<file path="src/rtl/approx_mac_accum_if.sv">
// approx_mac_accum_if: product-in / sum-out valid-ready bundle (master = producer+consumer, slave = accumulator)
interface approx_mac_accum_if #(
  parameter int ACC_W = 24
);
  logic             in_valid;
  logic             in_ready;
  logic [15:0]      prod;
  logic             in_clear;
  logic             out_valid;
  logic             out_ready;
  logic [ACC_W-1:0] out_sum;
  logic             out_sat;
  modport master (
    output in_valid, prod, in_clear, out_ready,
    input  in_ready, out_valid, out_sum, out_sat
  );
  modport slave (
    input  in_valid, prod, in_clear, out_ready,
    output in_ready, out_valid, out_sum, out_sat
  );
endinterface

</file>
<file path="src/rtl/approx_mac_accum.sv">
// approx_mac_accum: sums VEC_LEN biased multiplier products per vector, one result per vector over valid/ready
//   clk, rst_n (async active-low); bus: in_valid/in_ready/prod/in_clear in, out_valid/out_ready/out_sum/out_sat out
//   Optional ACC_SATURATE_EN: saturate at all-ones with a sticky out_sat flag; otherwise wrap and tie out_sat to 0
module approx_mac_accum #(
  parameter int               VEC_LEN = 16,
  parameter int               ACC_W   = 24,
  parameter logic [ACC_W-1:0] BIAS    = ACC_W'(8)
) (
  input logic               clk,
  input logic               rst_n,
  approx_mac_accum_if.slave bus
);
  typedef enum logic [1:0] {IDLE, ACCUM, HOLD} state_t;
  state_t           state;
  logic [8:0]       cnt;
  logic [ACC_W-1:0] acc;
  logic [ACC_W-1:0] acc_nxt;
  logic             accept;
  logic             last;
  logic             flush;
  assign bus.in_ready = state != HOLD;
  assign accept       = bus.in_valid & bus.in_ready & ~bus.in_clear;
  assign last         = cnt == 9'(VEC_LEN - 1);
  // clear outranks both accept and the output handshake
  assign flush        = bus.in_clear | (state == HOLD & bus.out_ready);
`ifdef ACC_SATURATE_EN
  logic [ACC_W:0] sum;
  logic           sat;
  logic           sat_nxt;
  assign sum     = {1'b0, acc} + (ACC_W + 1)'(bus.prod) + {1'b0, BIAS};
  assign sat_nxt = sat | sum[ACC_W];
  assign acc_nxt = sat_nxt ? '1 : sum[ACC_W-1:0];
  always_ff @(posedge clk or negedge rst_n)
    if (!rst_n) begin
      sat         <= 1'b0;
      bus.out_sat <= 1'b0;
    end else if (flush) begin
      sat <= 1'b0;
    end else if (accept) begin
      sat <= sat_nxt;
      if (last) bus.out_sat <= sat_nxt;
    end
`else
  assign acc_nxt     = acc + ACC_W'(bus.prod) + BIAS;
  assign bus.out_sat = 1'b0;
`endif
  always_ff @(posedge clk or negedge rst_n)
    if (!rst_n) begin
      state         <= IDLE;
      cnt           <= '0;
      acc           <= '0;
      bus.out_valid <= 1'b0;
      bus.out_sum   <= '0;
    end else if (flush) begin
      state         <= IDLE;
      cnt           <= '0;
      acc           <= '0;
      bus.out_valid <= 1'b0;
    end else if (accept) begin
      cnt   <= cnt + 9'd1;
      acc   <= acc_nxt;
      state <= last ? HOLD : ACCUM;
      if (last) begin
        bus.out_valid <= 1'b1;
        bus.out_sum   <= acc_nxt;
      end
    end
endmodule

</file>
<file path="src/flat_wrapper.sv">
// flat-port wrapper written by rule: the top's interface ports become plain ports
module approx_mac_accum_flat 
#(
  parameter int               VEC_LEN = 16,
  parameter int               ACC_W   = 24,
  parameter logic [ACC_W-1:0] BIAS    = ACC_W'(8)
)
  (clk, rst_n, bus_in_valid, bus_prod, bus_in_clear, bus_out_ready, bus_in_ready, bus_out_valid, bus_out_sum, bus_out_sat);
  approx_mac_accum_if #(.ACC_W(ACC_W)) bus_i ();
  input logic clk;
  input logic rst_n;
  input wire logic [$bits(bus_i.in_valid)-1:0] bus_in_valid;
  input wire logic [$bits(bus_i.prod)-1:0] bus_prod;
  input wire logic [$bits(bus_i.in_clear)-1:0] bus_in_clear;
  input wire logic [$bits(bus_i.out_ready)-1:0] bus_out_ready;
  output wire logic [$bits(bus_i.in_ready)-1:0] bus_in_ready;
  output wire logic [$bits(bus_i.out_valid)-1:0] bus_out_valid;
  output wire logic [$bits(bus_i.out_sum)-1:0] bus_out_sum;
  output wire logic [$bits(bus_i.out_sat)-1:0] bus_out_sat;
  assign bus_i.in_valid = bus_in_valid;
  assign bus_i.prod = bus_prod;
  assign bus_i.in_clear = bus_in_clear;
  assign bus_i.out_ready = bus_out_ready;
  assign bus_in_ready = bus_i.in_ready;
  assign bus_out_valid = bus_i.out_valid;
  assign bus_out_sum = bus_i.out_sum;
  assign bus_out_sat = bus_i.out_sat;
  approx_mac_accum #(.VEC_LEN(VEC_LEN), .ACC_W(ACC_W), .BIAS(BIAS)) u_core (.clk(clk), .rst_n(rst_n), .bus(bus_i));
endmodule
</file>
<file path="config.mk">
export PLATFORM = sky130hd
export DESIGN_NAME = approx_mac_accum_flat
export DESIGN_NICKNAME = d
export VERILOG_FILES = /design/src/rtl/approx_mac_accum_if.sv /design/src/rtl/approx_mac_accum.sv /design/src/flat_wrapper.sv
export SDC_FILE = /design/constraint.sdc
export NUM_CORES = 1
export LEC_CHECK = 0
export ABC_CLOCK_PERIOD_IN_PS = 2700
export BUFFER_PORTS_ARGS = -buffer_cell sky130_fd_sc_hd__clkbuf_2
export CAP_MARGIN = 20
export CORE_MARGIN = 2
export CORE_UTILIZATION = 45
export CTS_CLUSTER_SIZE = 8
export DETAILED_ROUTE_END_ITERATION = 8
export GPL_ROUTABILITY_DRIVEN = 0
export PLACE_DENSITY = 0.7
export SLEW_MARGIN = 20
export SYNTH_ARGS = -nofsm -noshare
export SYNTH_HDL_FRONTEND = slang
export SYNTH_SLANG_ARGS = --single-unit
export TNS_END_PERCENT = 1
</file>
<file path="constraint.sdc">
create_clock -name clk -period 2.7 [get_ports clk]
set_input_delay 0 -clock clk [delete_from_list [all_inputs] [get_ports clk]]
set_output_delay 0 -clock clk [all_outputs]
set_load 0.005 [all_outputs]
</file>
==> results.sh <==
export IMPL_finalInstanceArea_um2=4530
export IMPL_grt_usage_pct=21.7
export IMPL_diodes=0
export IMPL_first_global_vias=3339
export IMPL_max_clock_path_buffers=2
export IMPL_outcome="finished, final reports clean"
export IMPL_wl_per_cell_um=15.6
export IMPL_rr_startpoint="u_core.acc[14]"
export IMPL_p_per_area_nw_per_um2=728
export IMPL_syn_avg_cell_area_um2=8.99
export IMPL_dpl_hpwl_mm=6.74
export IMPL_synthFlopType="dfrtp_1"
export IMPL_drive_above_1_share_pct=21.2
export IMPL_synth_area_leaders="dfrtp_1 39%, ha_1 11%, nand2_1 6.9%"
export IMPL_ys_types=55
export IMPL_cp_endpoint="u_core.bus.out_sum[21]"
export IMPL_root_buffer="clkbuf_8"
export IMPL_synth_async_reset_ratio_pct=100
export IMPL_ant_nets=0
export IMPL_final_period_utilization_pct=96.1
export IMPL_peakVddDrop_v=0.000334
export IMPL_p_leak_nw=2.26
export IMPL_final_nets=545
export IMPL_cp_startpoint="u_core.acc[14]"
export IMPL_fp_dieH_um=96.0
export IMPL_slowest_stage="or4_4"
export IMPL_synth_edf_count=0
export IMPL_hold_path_class="in -> reg"
export IMPL_rows=33
export IMPL_crit_fanout=7
export IMPL_yosysTopAreaCellShare_pct=39.4
export IMPL_netlist_area_um2=3810
export IMPL_slew_violations=0
export IMPL_floorplan_initialDensity_pct=46.4
export IMPL_rsz0062_at_grt="true"
export IMPL_first_iter_violations=153
export IMPL_fillers=782
export IMPL_synth_commonest_cells="70 x nand2_1, 60 x dfrtp_1, 33 x ha_1, 31 x o21ai_0, 28 x nor2_1"
export IMPL_antenna_found_initial=0
export IMPL_cp_start_kind="flip-flop"
export IMPL_clock_latency_ps=350
export IMPL_path_cells="ha_1, ha_4, a21o_1, a211o_1, or4_4, o211ai_4, or3_2, a31oi_1"
export IMPL_clock_skew_ps=12.2
export IMPL_cts_sinks=60
export IMPL_design_power_total_mw=3.30
export IMPL_rrSetupSlack_ps=110
export IMPL_syn_num_nets=479
export IMPL_required_ps=2930
export IMPL_drt_pass1_iterations=5
export IMPL_die_w_um=96.0
export IMPL_yosysTopAreaCell="dfrtp_1"
export IMPL_core_area_um2=8220
export IMPL_endpoint_kind="flip-flop"
export IMPL_path_clk_slew_ps=70
export IMPL_htreeDepth=3
export IMPL_grt_max_degree=41
export IMPL_io_pins=48
export IMPL_critical_path_class="reg -> reg"
export IMPL_cap_violations=0
export IMPL_cts_tree="yes"
export IMPL_synth_cells=424
export IMPL_ff2ff_path_depth=8
export IMPL_holdPathStages=4
export IMPL_grt_overflow_total=0
export IMPL_cts_buffers=9
export IMPL_port_buffers=46
export IMPL_crit_reg2reg_capture="u_core.bus.out_sum[21]"
export IMPL_drc=0
export IMPL_syn2layout_area_growth_pct=18.9
export IMPL_worstPathArrival_ps=2820
export IMPL_grt_first_pass_wirelength_mm=15.5
export IMPL_max_stage_delay_ps=500
export IMPL_yosys_warnings=0
export IMPL_finalSetupViolCount=0
export IMPL_vias=3406
export IMPL_placed_area_um2=4260
export IMPL_fmax_mhz=385
export IMPL_finalHoldViolCount=0
export IMPL_die_area_um2=9220
export IMPL_period_needed_ps=2590
export IMPL_synth_seq_cells=60
export IMPL_drt_wl_total_mm=9.37
export IMPL_yosys_cell_count_top_type="nand2_1"
export IMPL_fin_util_pct=55.2
export IMPL_max_slew_margin_rel_pct=53.2
export IMPL_via_per_inst=5.68
export IMPL_synth_seq_area_share_pct=39.4
export IMPL_worst_slew_pin_transition_ps=702
==> power by group <==
group	internal [mW]	switching [mW]	total (mW)
registers	0.982	0.0487	1.03
clock network	0.449	0.389	0.838
logic	0.600	0.831	1.43
==> worst min-delay path by stage <==
stage | startpoint | endpoint | slack [ps]
after floorplan | rst_n | u_core.acc[0] | -300
after global placement | rst_n | u_core.bus.out_sum[11] | -3
after detailed placement | rst_n | u_core.acc[13] | 6
after CTS | bus_in_clear | u_core.bus.out_valid | 40
after global routing | bus_in_clear | u_core.bus.out_valid | 90
final | bus_in_clear | u_core.bus.out_valid | 60
==> registers in the layout, indices dropped and copies added, names as in the netlist <==
name                  cells
u_core.bus.out_valid      1
u_core.state              2
u_core.bus.out_sum       24
u_core.cnt                9
u_core.acc               24
==> placed cells by master, fill, tap and decap left out, types with 3 or more instances in the layout <==
cell type,n
nand2_1,70
dfrtp_1,60
clkbuf_2,46
ha_1,31
o21ai_0,28
nor2_1,28
a21oi_1,27
buf_4,22
inv_1,17
nand3_1,14
xor2_1,11
xnor2_1,10
clkbuf_8,10
a22o_1,9
nor3_1,7
o211ai_1,7
mux2i_1,6
nand4_1,5
and3_1,5
a21o_1,4
a31oi_1,4
a211oi_1,4
o21bai_1,4
mux2_2,4
nor2b_1,3
nor4_1,3
or3_2,3
o21a_1,3
o21ai_1,3
nor3b_1,3
dlygate4sd3_1,3
==> repair_timing <==
action                                  4_1_cts  5_1_grt
pin swaps                                     1        5
hold endpoints to repair                     24        0
resized for setup                             1        9
setup buffers                                 1        1
hold buffers                                  3        0
endpoints found under the setup margin        1       13
==> cells by family (layout without fill, tap and decap cells) <==
family          count (synthesis)  after routing  synth area share, %
compound gates                113            113                 19.7
xor+xnor                       22             22                 5.05
fa+ha+maj                      34             34                 11.4
buf+inv                        33            104                 3.58
flops                          60             60                 39.4
mux                            10             10                 2.76
other cells                     1              1               0.0984
simple gates                  151            151                 18.1
==> layout make-up <==
cell class	instances	area (µm²)	area share, %
clock inverter	6	63.8	1.41
inverter	17	63.8	1.41
clock buffer	10	138	3.04
tap	105	131	2.90
timing repair buffer	71	425	9.38
multi-input combinational	331	2210	48.7
sequential	60	1500	33.1
==> through the flow <==
step                setup slack [ps]  setup TNS [ps]  instances  hold WS [ps]
floorplan                        133               0        424          -296
global placement                 111               0        579         -2.85
detailed placement              9.72               0        579          5.70
CTS                             8.70               0        599          43.5
global route                   -28.0           -28.0        600          92.8
finish                           105               0        600          55.7
==> routing by layer <==
layer  up-vias  share of wire, %  global-route usage (%)
li1       1645                 -                       -
met1      1651                47                    28.0
met2        95                47                    35.8
met3        15               4.6                    4.39
met4         0               1.8                    8.57
met5         -                 0                       0
==> worst max-delay path: cells and delay by family, from the launching register on <==
family | cells | cell delay, ps
AND/OR/NAND/NOR | 2 | 680
flip-flops | 1 | 380
AO/OA/AOI/OAI | 4 | 860
adder cells (fa/ha/maj) | 2 | 550
No activity file was read; power rests on OpenSTA's default activity.
